===== src/rtl/updown_sweep_ctrl.sv =====
// Drives a loadable up/down counter through lo->hi->lo triangle sweeps with endpoint dwell and loop count.
// Outputs are combinational decodes of state and cnt_q; done/err are registered one-cycle pulses.
module updown_sweep_ctrl #(
   parameter int WIDTH = 4,
   parameter int LOOPW = 8
) (
   input  logic             clk,
   input  logic             rst,
   input  logic             start,
   input  logic             stop,
   input  logic [WIDTH-1:0] lo,
   input  logic [WIDTH-1:0] hi,
   input  logic [WIDTH-1:0] dwell,
   input  logic [LOOPW-1:0] loops,
   input  logic [WIDTH-1:0] cnt_q,
   output logic             cnt_ld,
   output logic [WIDTH-1:0] cnt_d,
   output logic             cnt_u_d,
   output logic             busy,
   output logic             done,
   output logic             err
);

   typedef enum logic [2:0] {IDLE, INIT, UP, TOP, DOWN, BOT} state_t;

   state_t           state, state_nxt;
   logic [WIDTH-1:0] lo_r, hi_r, dwell_r, dcnt, dcnt_nxt;
   logic [LOOPW-1:0] loops_r, lcnt, lcnt_nxt;
   logic             latch, done_nxt, err_nxt;

   always_comb begin
      state_nxt = state;
      dcnt_nxt  = dcnt;
      lcnt_nxt  = lcnt;
      latch     = 1'b0;
      done_nxt  = 1'b0;
      err_nxt   = 1'b0;
      // The counter has no enable, so "hold" is a reload of its own value.
      cnt_ld    = 1'b1;
      cnt_d     = cnt_q;
      cnt_u_d   = 1'b0;

      if (state == IDLE) begin
         if (start && !stop) begin
            if (lo < hi) begin
               latch     = 1'b1;
               lcnt_nxt  = loops;
               state_nxt = INIT;
            end else begin
               err_nxt = 1'b1;
            end
         end
      end else if (stop) begin
         state_nxt = IDLE;
      end else begin
         case (state)
            INIT: begin
               cnt_d     = lo_r;
               state_nxt = UP;
            end
            UP: begin
               if (cnt_q < hi_r) begin
                  cnt_ld  = 1'b0;
                  cnt_u_d = 1'b1;
               end else if (dwell_r == '0) begin
                  cnt_ld    = 1'b0;
                  state_nxt = DOWN;
               end else begin
                  dcnt_nxt  = dwell_r - 1'b1;
                  state_nxt = TOP;
               end
            end
            TOP: begin
               if (dcnt == '0) begin
                  cnt_ld    = 1'b0;
                  state_nxt = DOWN;
               end else begin
                  dcnt_nxt = dcnt - 1'b1;
               end
            end
            DOWN: begin
               if (cnt_q > lo_r) begin
                  cnt_ld = 1'b0;
               end else if (loops_r != '0 && lcnt == LOOPW'(1)) begin
                  state_nxt = IDLE;
                  done_nxt  = 1'b1;
               end else begin
                  // loops_r == 0 means run forever, so lcnt is left alone.
                  if (loops_r != '0) lcnt_nxt = lcnt - 1'b1;
                  if (dwell_r == '0) begin
                     cnt_ld    = 1'b0;
                     cnt_u_d   = 1'b1;
                     state_nxt = UP;
                  end else begin
                     dcnt_nxt  = dwell_r - 1'b1;
                     state_nxt = BOT;
                  end
               end
            end
            BOT: begin
               if (dcnt == '0) begin
                  cnt_ld    = 1'b0;
                  cnt_u_d   = 1'b1;
                  state_nxt = UP;
               end else begin
                  dcnt_nxt = dcnt - 1'b1;
               end
            end
            default: state_nxt = IDLE;
         endcase
      end
   end

   always_ff @(posedge clk) begin
      if (rst) begin
         state   <= IDLE;
         lo_r    <= '0;
         hi_r    <= '0;
         dwell_r <= '0;
         loops_r <= '0;
         dcnt    <= '0;
         lcnt    <= '0;
         done    <= 1'b0;
         err     <= 1'b0;
      end else begin
         state <= state_nxt;
         dcnt  <= dcnt_nxt;
         lcnt  <= lcnt_nxt;
         done  <= done_nxt;
         err   <= err_nxt;
         if (latch) begin
            lo_r    <= lo;
            hi_r    <= hi;
            dwell_r <= dwell;
            loops_r <= loops;
         end
      end
   end

   assign busy = (state != IDLE);

endmodule

===== config.mk =====
export PLATFORM = sky130hd
export DESIGN_NAME = updown_sweep_ctrl
export DESIGN_NICKNAME = d
export VERILOG_FILES = /design/src/rtl/updown_sweep_ctrl.sv
export SDC_FILE = /design/constraint.sdc
export NUM_CORES = 1
export LEC_CHECK = 0
export CAP_MARGIN = 10
export CELL_PAD_IN_SITES_DETAIL_PLACEMENT = 2
export CELL_PAD_IN_SITES_GLOBAL_PLACEMENT = 2
export CORE_UTILIZATION = 30
export DETAILED_ROUTE_END_ITERATION = 7
export GPL_TIMING_DRIVEN = 0
export PLACE_DENSITY_LB_ADDON = 0.08
export SETUP_SLACK_MARGIN = 0.4
export SLEW_MARGIN = 20
export SYNTH_ARGS = -nofsm -noshare
export SYNTH_HDL_FRONTEND = slang
export SYNTH_SLANG_ARGS = --single-unit

===== constraint.sdc =====
create_clock -name clk -period 2.92 [get_ports clk]
set_clock_uncertainty 0.1 [all_clocks]
set_input_delay 0.292 -clock clk [delete_from_list [all_inputs] [get_ports clk]]
set_output_delay 0.292 -clock clk [all_outputs]
set_load 0.1 [all_outputs]

### Yosys cells after proc, flatten, opt, wreduce, memory -nomap -nowiden

Index checks and enable logic that the tools add are counted.

| word-level totals | value |
|---|---|
| output and inout bits | 9 |
| flip-flop bits (word level) | 37 |
| input port bits | 28 |
| logic and storage cells | 105 |

| cells by class | value |
|---|---|
| $lt $le $gt $ge | 3 |
| add/subtract/negate cells | 3 |
| bitwise logic cells | 4 |
| reductions and logical operators | 17 |
| equality and inequality tests | 19 |
| multiplexer cells | 50 |

Operators by type and width:

| operator | count |
|---|---|
| 8-bit 2-to-1 mux | 8 |
| 3-bit 2-to-1 mux | 11 |
| 4-bit 2-to-1 mux | 8 |
| 1-bit 2-to-1 mux | 19 |
| 4-bit != test (second input constant) | 4 |
| 3-bit case mux with 5 select lines | 1 |
| 7-bit AND reduction | 2 |
| 2-bit != test (second input constant) | 6 |
| 4-bit case mux with 3 select lines | 1 |
| 8-bit by 1-bit == test with 1-bit output (second input constant) | 1 |
| 4-bit logical NOT | 2 |
| 4-bit less-than comparator | 2 |
| 8-bit nonzero test | 1 |
| 4-bit by 1-bit subtractor with 4-bit output (second input constant) | 2 |
| 8-bit by 1-bit subtractor with 8-bit output (second input constant) | 1 |
| 3-bit by 2-bit == test with 1-bit output (second input constant) | 2 |
| 3-bit == test (second input constant) | 2 |
| 2-bit by 1-bit != test with 1-bit output (second input constant) | 3 |
| 1-bit case mux with 3 select lines | 2 |
| 6-bit AND reduction | 1 |
| 3-bit nonzero test | 2 |
| 5-bit OR reduction | 1 |
| 4-bit greater-than comparator | 1 |
| 1-bit inverter | 4 |
| 7 further kinds | 9 |

### Logic depth before layout (Yosys ltp)

Gate-level depths: netlist of run 1.

| logic depth | value |
|---|---|
| word-level depth | 7 |
| mapped depth | 9 |
| depth with buffers taken out | 8 |

### Worst setup path after synthesis of run 1

No wires, ideal clock.

| timing path | value |
|---|---|
| kind | reg-to-output |
| start | register lo_r[2] |
| end | output port cnt_u_d |
| arrival time | 3.908 ns |
| stages on the path, launching flop included | 9 |
| path slack | -1.380 ns |
| buffers on the path | 0 |
| required time | 2.528 ns |
| cell sequence | dfxtp_1 -> inv_1 -> ha_1 -> and3b_1 -> a2111oi_4 -> nor2_1 -> nor2_1 -> nand3_1 -> a311oi_1 |

| between the ends | value |
|---|---|
| word-level cells in the longest chain between the ends | 5 |

RTL lines:

| what | RTL line | source |
|---|---|---|
| from (decl) | 27 | `logic [WIDTH-1:0] lo_r, hi_r, dwell_r, dcnt, dcnt_nxt;` |
| from (signal assigned) | 132 | `lo_r <= lo;` |
| 4-bit greater-than comparator | 82 | `if (cnt_q > lo_r) begin` |
| 1-bit 2-to-1 mux | 82 |  |
| 1-bit case mux with 3 select lines | 56 | `case (state)` |
| 1-bit 2-to-1 mux | 53 | `end else if (stop) begin` |
| 1-bit 2-to-1 mux | 43 | `if (state == IDLE) begin` |
| to (decl) | 18 | `output logic cnt_u_d,` |

No other way between the ends.

### Final worst setup path of run 1

| timing path | value |
|---|---|
| start | register lo_r[1] |
| end | output port cnt_u_d |

Same word-level chain as after synthesis.

==> results of run 1 <==
==> layout by cell type (no fill, tap or decap), drive strengths merged, types with 9 or more instances in the layout <==
| cell | instances |
|---|---|
| nor2 | 44 |
| dfxtp | 37 |
| mux2i | 27 |
| clkdlybuf4s50 | 24 |
| buf | 17 |
| nand2 | 16 |
| inv | 16 |
| clkbuf | 15 |
| a21oi | 13 |
| ha | 13 |
| nor3 | 10 |
| o21ai | 10 |
| nand3 | 9 |
==> registers in the layout, indices dropped and copies added, names as in the netlist <==
signal   flops
dcnt         4
dwell_r      4
hi_r         4
loops_r      8
state        3
lcnt         8
lo_r         4
err          1
done         1
==> final timing paths <==
check                                               end  cells after the start
worst min register to register  loops_r[0]$_SDFFE_PP0P_                      2
worst min-delay path            loops_r[2]$_SDFFE_PP0P_                      2
worst max-delay path                            cnt_u_d                      9
worst max register to register     lcnt[4]$_SDFFE_PP0P_                     11
==> cells by family (layout without fill, tap and decap cells) <==
logic type,after synthesis,after routing,synth area share (%)
flip-flops,37,37,31.9
XOR/XNOR,1,1,0.378
multiplexers,30,30,13.1
AO/OA/AOI/OAI,59,59,20.0
AND/OR/NAND/NOR,108,108,22.7
buffers and inverters,29,78,4.80
adder cells (fa/ha/maj),13,13,7.02
==> layer usage <==
layer  part of all wire (%)  track usage, %
met2                     50            33.1
met1                     47            25.2
met3                    2.8            2.96
met4                   0.95            4.84
met5                      0               0
==> cell type report <==
class                           instances  area (µm²)  share of cell area [%]
Multi-Input combinational cell        211        1630                    52.2
Sequential cell                        37         744                    23.8
Timing Repair Buffer                   42         397                    12.7
Tap cell                               99         124                    3.96
Clock buffer                            5        68.8                    2.20
Buffer                                 13        67.6                    2.16
Inverter                               16        60.1                    1.92
Clock inverter                          2        35.0                    1.12
==> worst reg2reg max path, stage by stage, from the launching register on <==
cell       delay, ns
dfxtp_2         0.35
inv_2           0.05
ha_4            0.23
and3b_1         0.20
a2111oi_4       0.33
buf_4           0.18
buf_4           0.12
o221ai_2        0.15
and2_1          0.20
clkbuf_8        0.16
o311ai_1        0.29
o31ai_1         0.11
==> power groups by stage <==
stage	registers (mW)	clock network (mW)	logic [mW]
2_1_floorplan	0.565	0	0.311
3_3_place_gp	0.568	0	0.441
3_5_place_dp	0.569	0	0.450
4_1_cts	0.559	0.458	0.466
5_1_grt	0.564	0.472	0.523
6_report	0.560	0.444	0.483
==> timing repair <==
item | 4_1_cts | 5_1_grt
pin swaps | 11 | 4
buffers inserted | 3 | 4
resized for setup | 73 | 13
setup endpoints to repair | 42 | 17
gates cloned | 0 | 0
==> through the flow <==
step | hold slack [ns] | cell area [µm²] | setup slack, ns | power [mW] | utilization [%]
floorplan | 0.332 | 2360 | 0.0906 | 0.875 | -
global placement | 0.355 | 2830 | -1.20 | 1.01 | 38.5
detailed placement | 0.366 | 2830 | -1.22 | 1.02 | 38.5
CTS | 0.327 | 3040 | 0.155 | 1.48 | 41.3
global route | 0.380 | 3130 | 0.143 | 1.56 | 42.5
finish | 0.311 | 3130 | 0.231 | 1.49 | 42.5
==> impl_metrics.ini, run 1 <==
[outcome]
status = complete, no violations

[clock_tree]
cts.sinks = 37
clockRootBuffer = clkbuf_8
cts_made_buffers = 5
htreeDepth = 2
cts_buffer_depth = 2
clk_pin_slew_worst_paths_ns = 0.08
cts_tree = yes
clock_latency_ns = 0.30
ctsHoldBuffers = 0

[yosys]
synthMostInstantiatedCell = nor2_1
synth-async-reset-ratio_pct = 0
synth_area_leaders = dfxtp_1 (32%), mux2i_1 (12%), nor2_1 (7.1%), ha_1 (7.0%), a21oi_1 (2.8%)
yosysTopAreaCell = dfxtp_1
synth-edff-count = 0
ys_warn_count = 0
avgSynthCellArea_um2 = 8.37
netlist_area_um2 = 2320
synth_cell_types = 51
synthFlopType = dfxtp_1
synthCells = 277
synth_seq_cells = 37
synth_nets = 318
ys_seq_area_share_pct = 31.9
synth_top_cell_area_share_pct = 31.9
ys_top_cells_by_count = nor2_1 (44), dfxtp_1 (37), mux2i_1 (27)

[worst_setup_path]
end_kind = primary output
slowest_stage = dfxtp_2
rr_startpoint = lo_r[1]$_SDFFE_PP0P_
path_cells = inv_2 > ha_4 > and3b_1 > a2111oi_4 > nor2_2 > nor2_2 > nand3_2 > a311oi_4 > buf_12
crit_family = compound AO/OA/AOI/OAI gates
worst_path_most_repeated_cell = nor2_2
arrival_ns = 2.30
required_ns = 2.53
crit_path_start = lo_r[1]$_SDFFE_PP0P_
start_kind = flip-flop
cp_max_fo = 3
crit_type = reg2out
slowest_delay_ns = 0.35
rrSetupSlack_ns = 0.32
critPathBufInv = 2

[pwr]
leakage_nw = 1.29
intPower_mw = 0.965
p_sw_share_pct = 35.1
sequentialPowerShare_pct = 37.7
power_density_nw_per_um2 = 475
peakVddDrop_v = 0.000194
p_sw_mw = 0.521
p_comb_share_pct = 32.5
power_frac_clock_pct = 29.9

[sta]
fin_crit_sh_pct = 92.1
final_hold_viol_count = 0
rsz0062_at_grt = yes
worst_pin_slew_ns = 0.973
fin_setup_tns_ns = 0
fmax_ghz = 0.372
layout_min_cycle_time_ns = 2.69
slew_violations = 0
setup_violations = 0
slew_headroom_pct = 34.9

[placement]
portBuffers = 35
routabilityCongestion = 0.730
hpwl_um = 5730
dp.cells = 411

[finish]
synthToLayoutAreaGrowth_pct = 35.0
fin_nets = 367
nFillCells = 842
drive_above_1_share_pct = 20.9
final_cells = 425
antenna_cells = 0

[floorplanning]
io_pins = 37
start_util_pct = 31.5
fp.dieH_um = 89.9
fp.dieW_um = 89.9
dieArea_um2 = 8080
core-area_um2 = 7370
rows = 31

[drt]
vias = 2273
drt_iter0_drc = 39
drcViolationCount = 0
routed_wl_um = 7560
dr.pass1.iters = 4
vias_per_cell = 5.35
routedWlPerCell_um = 17.8
ant_nets = 0

[global_route]
antenna_found_initial = 0
grt_pass1_wl_um = 12400
grt_pass1_vias = 2385
overflow = 0
grt_max_degree = 12
gr-usage-all-layers_pct = 19.3

[job]
drv_cap = 0

[min_path]
worstHoldPathType = in2reg
min_from = rst
No activity file was read; power rests on OpenSTA's default activity.
==> run 2: changes to the inputs <==
- CORE_MARGIN: unset -> 4
==> run 2 against run 1 <==
  * Clock power decreased by 16%
  * Power is 3.3% lower
  * Die area up 14%
  * Critical endpoint unchanged
  * Sequential power hardly changed
  * Maximum frequency down 2.7%
  * Final cell count increased by 1.6%
  * Combinational power up 4.6%
  * Utilization rose by 0.75 points
  * Largest cell class unchanged
  * Wire length rose by 8.9%
  * Hold slack gained 0.016 ns
  * Final area rose by 1.8%
==> impl_metrics.ini, run 2 (same netlist as run 1, synthesis figures left out) <==
[drt]
drt_iter0_drc = 54
dr.pass1.iters = 4
routedWlPerCell_um = 19.1
ant_nets = 0
drcViolationCount = 0
routed_wl_um = 8230
vias = 2307
vias_per_cell = 5.34

[finish]
fin_nets = 373
multi_input_area_um2 = 1650
synthToLayoutAreaGrowth_pct = 37.4
layout_commonest_cell = nor2_1
nFillCells = 824
drive_above_1_share_pct = 23.1
antenna_cells = 0
reg.largest.list = lcnt (8), loops_r (8)
layout_common_cells = nor2_1 (42), dfxtp_1 (34), mux2i_1 (27), clkdlybuf4s50_1 (25), nand2_1 (15)
regArea_um2 = 744

[worst_setup_path]
start_kind = primary input
slowest_delay_ns = 0.53
path_cells = clkdlybuf4s50_1 > ha_4 > a2111oi_4 > nor2_1 > nor2_2 > nand3_2 > a311oi_4 > buf_12
required_ns = 2.53
arrival_ns = 2.37
cp_max_fo = 3
crit_family = compound AO/OA/AOI/OAI gates
critPathBufInv = 2
end_kind = primary output
slowest_stage = clkdlybuf4s50_1
crit_type = in2out

[pwr]
peakVddDrop_v = 0.000173
totalPowerFinal_mw = 1.44
power_density_nw_per_um2 = 451
leakage_nw = 1.31

[sta]
setup_violations = 0
slew_headroom_pct = 35.6
fin_setup_tns_ns = 0
setup_ws_ns = 0.158
worst_pin_slew_ns = 0.962
rsz0062_at_grt = yes
hold-worst-slack_ns = 0.327
slew_violations = 0
fmax_ghz = 0.362
fin_crit_sh_pct = 94.6
final_hold_viol_count = 0
layout_min_cycle_time_ns = 2.76

[global_route]
grt_pass1_vias = 2460
grt_max_degree = 12
grt_pass1_wl_um = 12800
gr-usage-all-layers_pct = 18.3
overflow = 0
antenna_found_initial = 0

[clock_tree]
cts_tree = yes
cts_buffer_depth = 2
cts.sinks = 37
clock_latency_ns = 0.30
cts_made_buffers = 5
clk_pin_slew_worst_paths_ns = 0.08
clockRootBuffer = clkbuf_8
htreeDepth = 2

[outcome]
status = complete, no violations

[floorplanning]
dieArea_um2 = 9200
fp.dieH_um = 95.9
core-area_um2 = 7370
rows = 31
io_pins = 37
fp.dieW_um = 95.9
start_util_pct = 31.5

[placement]
portBuffers = 35
routabilityCongestion = 0.781
hpwl_um = 6080
pre_cts_ws_ns = -1.19

[job]
drv_cap = 0

[min_path]
worstHoldPathType = in2reg
## run 2: path summary, 6_finish.rpt
path | start | end | slack (ns) | cells after the start
min reg2reg | loops_r[0]$_SDFFE_PP0P_ | loops_r[0]$_SDFFE_PP0P_ | 0.37 | 2
max reg2reg | lo_r[2]$_SDFFE_PP0P_ | state[0]$_SDFFE_PP0P_ | 0.33 | 10
max | cnt_q[3] | cnt_u_d | 0.16 | 8
min | rst | loops_r[1]$_SDFFE_PP0P_ | 0.33 | 2
## run 2: power breakdown
part,leakage (nW),switching (mW),internal (mW)
sequential,0.302,0.0275,0.533
clock,0.0450,0.206,0.166
combinational,0.959,0.307,0.198
total,1.31,0.541,0.897
## run 2: worst reg2reg max path, delay by kind of cell, from the launching register on
family	cells	cell delay (ns)
AO/OA/AOI/OAI	2	0.49
multiplexers	1	0.20
flip-flops	1	0.36
adder cells (fa/ha/maj)	1	0.27
buffers and inverters	3	0.31
AND/OR/NAND/NOR	3	0.74
## run 2: metal layers
layer	vias to the layer above	part of all wire (%)	global-route usage [%]
li1	1119	-	-
met1	1134	43	20.9
met2	44	52	34.9
met3	10	3.6	2.89
met4	0	1.4	4.98
met5	-	0	0
## run 2: timing repair
action                                  in CTS  in global routing
pin swaps                                   11                  7
hold buffers                                 0                  0
gates resized for setup                     77                 16
endpoints found under the setup margin      42                 17
buffers inserted                            10                  3
## run 2: final cells by class
| cell class | count | area share [%] |
|---|---|---|
| plain buffers | 13 | 2.20 |
| clock buffers | 6 | 2.28 |
| clock inverters | 2 | 0.314 |
| inverters | 16 | 1.89 |
| multi-input cells | 211 | 51.8 |
| flip-flops and latches | 37 | 23.4 |
| well taps | 99 | 3.89 |
| repair buffers | 48 | 14.2 |
## run 2: metrics by stage
stage / cells / instance area (µm²) / util, %
floorplan: 277 / 2360 / -
global placement: 411 / 2830 / 38.5
detailed placement: 411 / 2830 / 38.5
CTS: 429 / 3140 / 42.6
global route: 432 / 3190 / 43.2
finish: 432 / 3190 / 43.2
==> run 3: changes to the inputs <==
- ABC_CLOCK_PERIOD_IN_PS: unset -> 2920
==> results of run 3 <==
The final DEF is identical to that of run 2; final timing and power are the same.
